**src/rtl/matrix_result_streamer.sv**
```systemverilog
// Captures the systolic multiplier's product matrix on a done rise and replays it as an indexed
// valid/ready element stream; first element 2 cycles after the rise, outputs held while m_ready is low.
module matrix_result_streamer #(
    parameter int WIDTH     = 16,
    parameter int SIZE      = 3,
    parameter int COL_MAJOR = 0,
    parameter int IDXW      = (SIZE > 1) ? $clog2(SIZE) : 1
) (
    input  logic                                 clock,
    input  logic                                 nreset,
    input  logic                                 done_i,
    input  logic [SIZE-1:0][SIZE-1:0][WIDTH-1:0] prod_i,
    output logic                                 m_valid,
    input  logic                                 m_ready,
    output logic [WIDTH-1:0]                     m_data,
    output logic [IDXW-1:0]                      m_row,
    output logic [IDXW-1:0]                      m_col,
    output logic                                 m_last,
    output logic                                 busy_o,
    output logic                                 overrun_o,
    input  logic                                 clear_i,
    output logic [15:0]                          frame_cnt_o
);

    typedef enum logic [1:0] {
        IDLE   = 2'd0,
        ARM    = 2'd1,
        STREAM = 2'd2
    } state_t;

    localparam logic [IDXW-1:0] LAST_IDX = IDXW'(SIZE - 1);

    state_t                               state_q, state_d;
    logic                                 done_q;
    logic [SIZE-1:0][SIZE-1:0][WIDTH-1:0] mat_q;
    logic [IDXW-1:0]                      row_q, row_d, col_q, col_d;
    logic [IDXW-1:0]                      row_nx, col_nx;
    logic [WIDTH-1:0]                     data_q, data_d;
    logic                                 valid_q, valid_d;
    logic                                 last_q, last_d;
    logic                                 overrun_q, overrun_d;
    logic [15:0]                          frame_cnt_q, frame_cnt_d;
    logic                                 rise, xfer, last_xfer;

    assign rise      = done_i & ~done_q;
    assign xfer      = valid_q & m_ready;
    assign last_xfer = xfer & last_q;

    // Next element position; the inner index wraps into the outer one.
    always_comb begin
        row_nx = row_q;
        col_nx = col_q;
        if (COL_MAJOR != 0) begin
            if (row_q == LAST_IDX) begin
                row_nx = '0;
                col_nx = col_q + 1'b1;
            end else begin
                row_nx = row_q + 1'b1;
            end
        end else begin
            if (col_q == LAST_IDX) begin
                col_nx = '0;
                row_nx = row_q + 1'b1;
            end else begin
                col_nx = col_q + 1'b1;
            end
        end
    end

    always_comb begin
        state_d     = state_q;
        row_d       = row_q;
        col_d       = col_q;
        data_d      = data_q;
        valid_d     = valid_q;
        last_d      = last_q;
        frame_cnt_d = frame_cnt_q;
        overrun_d   = overrun_q;

        if (clear_i) begin
            overrun_d = 1'b0;
        end

        case (state_q)
            IDLE: begin
                if (rise) begin
                    state_d = ARM;
                end
            end
            ARM: begin
                // prod_i is registered one cycle after done rises, so it is sampled here.
                row_d   = '0;
                col_d   = '0;
                data_d  = prod_i[0][0];
                last_d  = (SIZE == 1);
                valid_d = 1'b1;
                state_d = STREAM;
            end
            STREAM: begin
                if (xfer) begin
                    if (last_q) begin
                        frame_cnt_d = frame_cnt_q + 16'd1;
                        valid_d     = 1'b0;
                        last_d      = 1'b0;
                        state_d     = rise ? ARM : IDLE;
                    end else begin
                        row_d  = row_nx;
                        col_d  = col_nx;
                        data_d = mat_q[row_nx][col_nx];
                        last_d = (row_nx == LAST_IDX) && (col_nx == LAST_IDX);
                    end
                end
                // A new result arriving mid-frame cannot be held; flag it, set beats clear.
                if (rise && !last_xfer) begin
                    overrun_d = 1'b1;
                end
            end
            default: begin
                state_d = IDLE;
            end
        endcase
    end

    always_ff @(posedge clock or negedge nreset) begin
        if (!nreset) begin
            state_q     <= IDLE;
            done_q      <= 1'b0;
            row_q       <= '0;
            col_q       <= '0;
            data_q      <= '0;
            valid_q     <= 1'b0;
            last_q      <= 1'b0;
            overrun_q   <= 1'b0;
            frame_cnt_q <= 16'd0;
        end else begin
            state_q     <= state_d;
            done_q      <= done_i;
            row_q       <= row_d;
            col_q       <= col_d;
            data_q      <= data_d;
            valid_q     <= valid_d;
            last_q      <= last_d;
            overrun_q   <= overrun_d;
            frame_cnt_q <= frame_cnt_d;
        end
    end

    always_ff @(posedge clock) begin
        if (state_q == ARM) begin
            mat_q <= prod_i;
        end
    end

    assign m_valid     = valid_q;
    assign m_data      = data_q;
    assign m_row       = row_q;
    assign m_col       = col_q;
    assign m_last      = last_q;
    assign busy_o      = (state_q != IDLE);
    assign overrun_o   = overrun_q;
    assign frame_cnt_o = frame_cnt_q;

endmodule

```
**config.mk**
```make
export PLATFORM = sky130hd
export DESIGN_NAME = matrix_result_streamer
export DESIGN_NICKNAME = d
export VERILOG_FILES = /design/src/rtl/matrix_result_streamer.sv
export SDC_FILE = /design/constraint.sdc
export NUM_CORES = 1
export LEC_CHECK = 0
export BUFFER_PORTS_ARGS = -buffer_cell sky130_fd_sc_hd__buf_2
export CAP_MARGIN = 20
export CORE_MARGIN = 2
export CORE_UTILIZATION = 49
export CTS_CLUSTER_SIZE = 16
export DETAILED_ROUTE_END_ITERATION = 7
export PLACE_DENSITY = 0.76
export REMOVE_ABC_BUFFERS = 1
export SYNTH_ARGS = -nofsm -noshare
export SYNTH_HDL_FRONTEND = slang
export SYNTH_SLANG_ARGS = --single-unit
```
**constraint.sdc**
```tcl
create_clock -name clock -period 3 [get_ports clock]
set_input_delay 0 -clock clock [delete_from_list [all_inputs] [get_ports clock]]
set_output_delay 0 -clock clock [all_outputs]
set_load 0.05 [all_outputs]
```
==> results of run 1 <==
-- worst min path at each step --
stage,start,end,slack (ns),depth (start not counted)
finish,done_i,done_q$_DFF_PN0_,0.24,2
global route,done_i,done_q$_DFF_PN0_,0.23,2
CTS,done_i,done_q$_DFF_PN0_,0.21,2
detailed placement,done_i,done_q$_DFF_PN0_,0.13,1
global placement,done_i,done_q$_DFF_PN0_,0.13,1
floorplan,nreset,done_q$_DFF_PN0_,-0.30,0
-- layout by cell type (no fill, tap or decap), types with 3 or more instances in the layout --
master                          Yosys  layout
sky130_fd_sc_hd__buf_2             15     188
sky130_fd_sc_hd__dlygate4sd3_1      0     148
sky130_fd_sc_hd__edfxtp_1         144     144
sky130_fd_sc_hd__nand3_1           41      41
sky130_fd_sc_hd__dfrtp_1           42      39
sky130_fd_sc_hd__o21ai_0           26      26
sky130_fd_sc_hd__nand2_1           21      21
sky130_fd_sc_hd__mux2i_1           21      21
sky130_fd_sc_hd__a21oi_1           19      19
sky130_fd_sc_hd__nor2_1            18      18
sky130_fd_sc_hd__o211ai_1          17      17
sky130_fd_sc_hd__clkbuf_16          0      17
sky130_fd_sc_hd__a22oi_1           16      16
sky130_fd_sc_hd__a32oi_1           16      16
sky130_fd_sc_hd__o21ai_1           14      14
sky130_fd_sc_hd__inv_1             13      13
sky130_fd_sc_hd__o22ai_1           13      13
sky130_fd_sc_hd__buf_4              6      12
sky130_fd_sc_hd__a21o_1            11      11
sky130_fd_sc_hd__a31oi_1           11      11
sky130_fd_sc_hd__xnor2_1           10      10
sky130_fd_sc_hd__mux2_2            10      10
sky130_fd_sc_hd__a221o_1           10      10
sky130_fd_sc_hd__nand4_1            7       7
sky130_fd_sc_hd__mux2_1             6       6
sky130_fd_sc_hd__inv_6              0       5
sky130_fd_sc_hd__xor2_1             5       5
sky130_fd_sc_hd__nor2b_1            6       5
sky130_fd_sc_hd__a211oi_1           5       5
sky130_fd_sc_hd__nor3_1             4       4
sky130_fd_sc_hd__nand2b_1           3       3
sky130_fd_sc_hd__and2_1             3       3
sky130_fd_sc_hd__nand3b_1           3       3
sky130_fd_sc_hd__clkinv_2           0       3
-- final cells by class --
cell class	count	area, µm²
Clock buffer	17	425
Timing Repair Buffer	349	2530
Clock inverter	15	148
Antenna cell	1	2.50
Fill cell	1170	5110
Sequential cell	186	5380
Multi-Input combinational cell	356	2530
Tap cell	220	275
Inverter	15	61.3
-- stage by stage --
step	instances	area [µm²]	setup slack, ns
global placement	978	9300	0.885
floorplan	557	7960	-0.665
global route	1159	11400	0.629
CTS	1158	11400	0.783
detailed placement	978	9300	0.801
finish	1159	11400	0.722
-- power groups by stage --
stage          registers [mW]  logic, mW  clock network [mW]
6_report                 3.51       3.34                2.20
5_1_grt                  3.55       3.61                2.33
4_1_cts                  3.51       3.30                2.22
3_5_place_dp             3.56       3.14                   0
3_3_place_gp             3.55       3.07                   0
2_1_floorplan            4.08       1.61                   0
-- registers in the layout (all words and copies together), names as in the netlist --
register / count
mat_q: 144
frame_cnt_o: 16
m_data: 16
m_col: 2
m_row: 2
state_q: 2
done_q: 1
m_last: 1
m_valid: 1
overrun_o: 1
-- what timing repair did --
| item | in CTS | in global routing |
|---|---|---|
| endpoints found under the hold margin | 206 | 0 |
| setup buffers | 0 | 0 |
| hold buffers | 148 | 0 |
-- kinds of logic (layout without fill, tap and decap cells) --
logic type	Yosys count	after routing
XOR/XNOR	18	18
flip-flops	186	186
other	0	1
adder cells (fa/ha/maj)	1	1
buffers and inverters	57	396
AND/OR/NAND/NOR	127	127
AO/OA/AOI/OAI	173	173
multiplexers	37	37
-- metal layers --
layer  vias to the layer above  GRT usage
met5                         -          0
met2                       291      0.446
met4                         0     0.0969
li1                       3002          -
met3                        48     0.0556
met1                      3107      0.327
==> flow_summary.ini, run 1 <==
[synthesis]
synth_fa_ha_area_frac = 0.00152
synth.top_cell.area_share = 0.526
synth_seq_area_share = 0.654
yosys.cell_types.count = 66
synth-main-ff-cell = sky130_fd_sc_hd__edfxtp_1
synth-compound-area-share = 0.145
synth.avg_cell_area_um2 = 13.7
ys_top_cells_by_area = sky130_fd_sc_hd__edfxtp_1 (53%), sky130_fd_sc_hd__dfrtp_1 (13%), sky130_fd_sc_hd__mux2i_1 (2.6%)
synth_cells = 599
mappedNetlistArea_mm2 = 0.00822
post_synth_and_or_nand_nor_area_fraction = 0.0890
synthMuxAreaShare = 0.0475
yosysWarningCount = 0
synth-async-reset-ratio = 0.226
ys_ff_latch = 186
synthMostInstantiatedCell = sky130_fd_sc_hd__edfxtp_1
synth_top_family_by_area = compound AO/OA/AOI/OAI gates
number_of_synthesized_flops_with_an_enable_pin = 144
synth_area_leader_cell = sky130_fd_sc_hd__edfxtp_1
synthTopCellsByCount = sky130_fd_sc_hd__edfxtp_1 (144), sky130_fd_sc_hd__dfrtp_1 (42), sky130_fd_sc_hd__nand3_1 (41)
synth_xor_xnor_area_share = 0.0246

[timing]
grt_setup_unrepaired = false
timing.fmax_ghz = 0.439
worst_slew_pin_slew_ns = 0.952
timing_max_transition_violations_final = 0
timing.final.crit_share = 0.759
hold_ws_ns = 0.237
timing.final.hold_violations = 0
tns_ns = 0
setup_viol = 0
min_period_ns = 2.28
relative_slew_slack = 0.365
clock-skew-final_ns = 0.0141

[floorplanning]
placementRows = 47
full_die_area_mm2 = 0.0178
floorplan.io_pins = 189
die_height_um = 134
placeableCoreArea_mm2 = 0.0165
initial_core_util = 0.499
die_width_um = 134

[critical_path]
worst_path_dominant_cell_family = flip-flops
start_kind = register
timing.critical_path.to = mat_q[129]$_DFFE_PP_
largest_fanout_of_any_net_on_the_critical_path = 85
worstSetupPathType = reg -> reg
rr_startpoint = state_q[0]$_DFFE_PN0P_
cp-end-kind = register
path_depth = 3
critPathBufInv = 2
arrival_ns = 2.35
crit_path_top_delay_cell = sky130_fd_sc_hd__dfrtp_1
timing.critical_path.required_ns = 3.07
crit_path_cell_trace = nand2_1 -> inv_6 -> buf_12
reg2reg_slack_ns = 0.72
ff2ff_path_depth = 3
timing.critical_path.from = state_q[0]$_DFFE_PN0P_
reg2reg_to = mat_q[129]$_DFFE_PP_
cpPeakStageDelay_ns = 0.78

[status]
outcome = complete, no violations

[pwr]
total_power_mw = 9.06
switching_share = 0.383
power.ir.vdd_worst_mv = 0.451
power.net_switching_mw = 3.47
power_frac_seq = 0.388
clock_power_share = 0.243
cellPowerDensity_mw_per_mm2 = 798
p_leak_nw = 4.50
logic_gate_share_of_total_power = 0.369
internal_power_mw = 5.59

[detailed_routing]
drcViolationCount = 0
top_signal_layer_used = met4
route.layer.met1.wl_um = 9250
drt_pre_antenna_iters = 6
via_per_inst = 5.56
met3WireLength_um = 1540
drtAntennaViolNets = 0
via_count = 6448
routed-wl-met2_um = 11500
totalWireLength_um = 22900
routedWlPerCell_um = 19.7
drt_iter0_drc = 524

[grt]
grt_antenna_before_repair = 1
grt.overflow.total = 0
grt_max_degree = 86
grt.total_usage = 0.261
grt_pass1_vias = 6587
wire_length_of_the_first_global_routing_pass_um = 35400

[placement]
io_buffer_count = 188
dpl.hpwl_um = 14400
place.gp.congestion = 0.916

[cts]
clock_tree_from_tritoncts = done
clockBufferDepth = 2
cts_inserted_buffers = 17
cts.repair.resized = 0
clk-insertion-delay-late_ns = 0.44
sinks_on_clock_net = 186
path_clk_slew_ns = 0.06
htree_num_levels = 4
clk_root_buffer_cell = sky130_fd_sc_hd__clkbuf_16

[cells_and_area]
growth_of_design_area_from_synthesis_to_finish_pct = 38.1
final_core_util = 0.690
drive_gt1_frac = 0.281
layout.nets = 1075

[job]
max-cap-violations = 0

[min_path]
min_path_type = in -> reg
(Power assumes the default switching activity.)
==> run 2: changes to the inputs <==
--- a/config.mk
+++ b/config.mk
@@ -5,13 +5,14 @@
 export SDC_FILE = /design/constraint.sdc
 export NUM_CORES = 1
 export LEC_CHECK = 0
+export ABC_AREA = 1
 export BUFFER_PORTS_ARGS = -buffer_cell sky130_fd_sc_hd__buf_2
 export CAP_MARGIN = 20
 export CORE_MARGIN = 2
 export CORE_UTILIZATION = 49
 export CTS_CLUSTER_SIZE = 16
 export DETAILED_ROUTE_END_ITERATION = 7
-export PLACE_DENSITY = 0.76
+export PLACE_DENSITY = 0.77
 export REMOVE_ABC_BUFFERS = 1
 export SYNTH_ARGS = -nofsm -noshare
 export SYNTH_HDL_FRONTEND = slang
==> constraint.sdc (replaced) <==
create_clock -name clock -period 2.05 [get_ports clock]
set_input_delay 0 -clock clock [delete_from_list [all_inputs] [get_ports clock]]
set_output_delay 0 -clock clock [all_outputs]
set_load 0.05 [all_outputs]
==> run 2 against run 1 <==
Compared with the run above:
- power grew 53%
- clock power increased by 39%
- sequential cell count unchanged
- critical path depth increased by 7
- largest power group is now combinational logic
==> flow_summary.ini, run 2 <==
[pwr]
power_frac_seq = 0.361
power.ir.vdd_worst_mv = 0.714
internal_power_mw = 8.11
clock_power_share = 0.222
logic_gate_share_of_total_power = 0.418
power.net_switching_mw = 5.72
total_power_mw = 13.8
switching_share = 0.414
p_leak_nw = 5.10
cellPowerDensity_mw_per_mm2 = 1220

[timing]
setup_viol = 0
timing_max_transition_violations_final = 0
relative_slew_slack = 0.744
grt_setup_unrepaired = false
clock-skew-final_ns = 0.00986
timing.fmax_ghz = 0.535
timing.final.crit_share = 0.911
timing.final.hold_violations = 0
min_period_ns = 1.87
worst_slew_pin_slew_ns = 0.383
postLayoutSetupSlackWorst_ns = 0.183

[cts]
sinks_on_clock_net = 186
clk-insertion-delay-late_ns = 0.44
clk_root_buffer_cell = sky130_fd_sc_hd__clkbuf_16
clockBufferDepth = 2
path_clk_slew_ns = 0.07
htree_num_levels = 4
clock_tree_from_tritoncts = done
cts_inserted_buffers = 17

[grt]
grt_max_degree = 65
grt_util_met1 = 0.295
busiest_layer = met2
grt_pass1_vias = 7208
grt.total_usage = 0.267
wire_length_of_the_first_global_routing_pass_um = 35600
global_route.usage.met3 = 0.0598
grt.overflow.total = 0
use_met2 = 0.480
grt_antenna_before_repair = 2

[placement]
dp_worst_setup_slack_ns = 0.152
place.gp.congestion = 0.860
dpl.hpwl_um = 12800
io_buffer_count = 188

[cells_and_area]
layout.nets = 1247
ff_latch_area_mm2 = 0.00538
max_flop_register = mat_q
final_core_util = 0.711
n_fill_cell = 1110
largest_register_ff_count = 144
growth_of_design_area_from_synthesis_to_finish_pct = 41.6
layout.cells.most_common_list = sky130_fd_sc_hd__nand2_1 (229), sky130_fd_sc_hd__buf_2 (188), sky130_fd_sc_hd__dlygate4sd3_1 (148), sky130_fd_sc_hd__edfxtp_1 (144), sky130_fd_sc_hd__inv_1 (87)
drive_gt1_frac = 0.238
multi_input_comb_area_mm2 = 0.00209
final_common_cell = sky130_fd_sc_hd__nand2_1

[synthesis]
synth-async-reset-ratio = 0.226
synth_seq_area_share = 0.673
synth.avg_cell_area_um2 = 10.7
yosys.cell_types.count = 38
ys_ff_latch = 186
ys_top_cells_by_area = sky130_fd_sc_hd__edfxtp_1 (54%), sky130_fd_sc_hd__dfrtp_1 (13%), sky130_fd_sc_hd__nand2_1 (11%)
mappedNetlistArea_mm2 = 0.00798
number_of_synthesized_flops_with_an_enable_pin = 144
synth-main-ff-cell = sky130_fd_sc_hd__edfxtp_1
synth_area_leader_cell = sky130_fd_sc_hd__edfxtp_1
yosysWarningCount = 0
synth.top_cell.area_share = 0.542
synthMostInstantiatedCell = sky130_fd_sc_hd__nand2_1
synth_cells = 748
synthTopCellsByCount = sky130_fd_sc_hd__nand2_1 (230), sky130_fd_sc_hd__edfxtp_1 (144), sky130_fd_sc_hd__inv_1 (87)

[detailed_routing]
via_per_inst = 5.05
via_count = 6710
drcViolationCount = 0
drt_iter0_drc = 562
drtAntennaViolNets = 0
routedWlPerCell_um = 16.9
totalWireLength_um = 22500
drt_pre_antenna_iters = 5

[status]
outcome = complete, no violations

[critical_path]
timing.critical_path.required_ns = 2.40
arrival_ns = 2.22
worstSetupPathType = reg -> reg
cp-end-kind = register
start_kind = register
largest_fanout_of_any_net_on_the_critical_path = 14

[floorplanning]
full_die_area_mm2 = 0.0173
placementRows = 46
die_height_um = 132
initial_core_util = 0.502
placeableCoreArea_mm2 = 0.0159
floorplan.io_pins = 189
die_width_um = 132

[job]
max-cap-violations = 0

[min_path]
min_path_type = in -> reg
run 2: changes by cell type after synthesis, sizes merged, moves of 12 or more:
cell / before / now
o21ai: 40 / 26
nand3: 42 / 73
nor2: 20 / 34
mux2: 16 / 0
a32oi: 16 / 0
inv: 15 / 92
a21oi: 19 / 31
nand2: 22 / 234
mux2i: 21 / 0
a22oi: 16 / 1
o211ai: 18 / 4
run 2: path summary, 6_finish.rpt:
check	startpoint	endpoint	slack [ns]	cells past startpoint
min in group asynchronous	nreset	frame_cnt_o[6]$_DFFE_PN0P_	0.12	3
min	m_ready	m_data[2]$_DFFE_PN0P_	0.03	5
max in group asynchronous	nreset	frame_cnt_o[8]$_DFFE_PN0P_	1.23	3
max	m_col[1]$_DFFE_PN0P_	m_data[9]$_DFFE_PN0P_	0.18	10
max reg2reg	m_col[1]$_DFFE_PN0P_	m_data[9]$_DFFE_PN0P_	0.18	10
min reg2reg	m_data[0]$_DFFE_PN0P_	m_data[0]$_DFFE_PN0P_	0.48	2
run 2: kinds of logic after synthesis:
family | after synthesis | synth area share
buffers and inverters | 120 | 0.0671
adders and majority gates | 1 | 0.00157
DFF | 186 | 0.673
and+or+nand+nor | 357 | 0.195
AOI/OAI and AO/OA | 70 | 0.0478
xor gates and xnor gates | 14 | 0.0154
run 2: critical path, stage by stage, from the launching register on:
cell	delay, ns
sky130_fd_sc_hd__dfrtp_1	0.40
sky130_fd_sc_hd__buf_4	0.26
sky130_fd_sc_hd__nand3_4	0.17
sky130_fd_sc_hd__nand2_1	0.13
sky130_fd_sc_hd__nand2_2	0.14
sky130_fd_sc_hd__buf_4	0.23
sky130_fd_sc_hd__nand2_1	0.07
sky130_fd_sc_hd__o21ai_0	0.07
sky130_fd_sc_hd__nand3_1	0.10
sky130_fd_sc_hd__nand2_1	0.07
sky130_fd_sc_hd__a21oi_1	0.15
run 2: stage by stage:
step	std cells	hold slack (ns)	instance area, µm²	setup TNS (ns)
floorplan	720	-0.296	7800	-885.29
global placement	1146	-0.143	9260	0
detailed placement	1146	-0.142	9260	0
CTS	1326	0.0253	11300	0
global route	1329	0.0402	11300	0
finish	1329	0.0332	11300	0
run 2: area by class of cell:
cell class                 count  area share
antenna                        3    0.000664
clock buffer                  18      0.0380
clock inverter                14     0.00997
inverter                      92      0.0312
multi-input combinational    442       0.185
sequential                   186       0.476
tap                          216      0.0239
timing repair buffer         358       0.236
run 2: routing by layer:
| metal | wire length [µm] | share of wire | up-vias |
|---|---|---|---|
| met5 | 0 | 0 | - |
| met2 | 11900 | 0.53 | 319 |
| met4 | 734 | 0.033 | 0 |
| li1 | - | - | 3176 |
| met1 | 8300 | 0.37 | 3151 |
| met3 | 1490 | 0.066 | 64 |
run 2: repair_timing:
| action | in CTS | in global routing |
|---|---|---|
| hold buffers | 148 | 0 |
| gates resized for setup | 0 | 3 |
| setup endpoints to repair | 0 | 13 |
| hold endpoints to repair | 205 | 0 |
| buffers inserted | 0 | 0 |
run 2: power groups by stage:
stage / clock (mW) / combinational [mW] / sequential [mW]
after floorplan: 0 / 2.63 / 5.98
after global placement: 0 / 5.32 / 5.02
after detailed placement: 0 / 5.41 / 5.04
after CTS: 3.10 / 5.66 / 4.97
after global routing: 3.27 / 6.31 / 5.03
final: 3.06 / 5.77 / 4.99
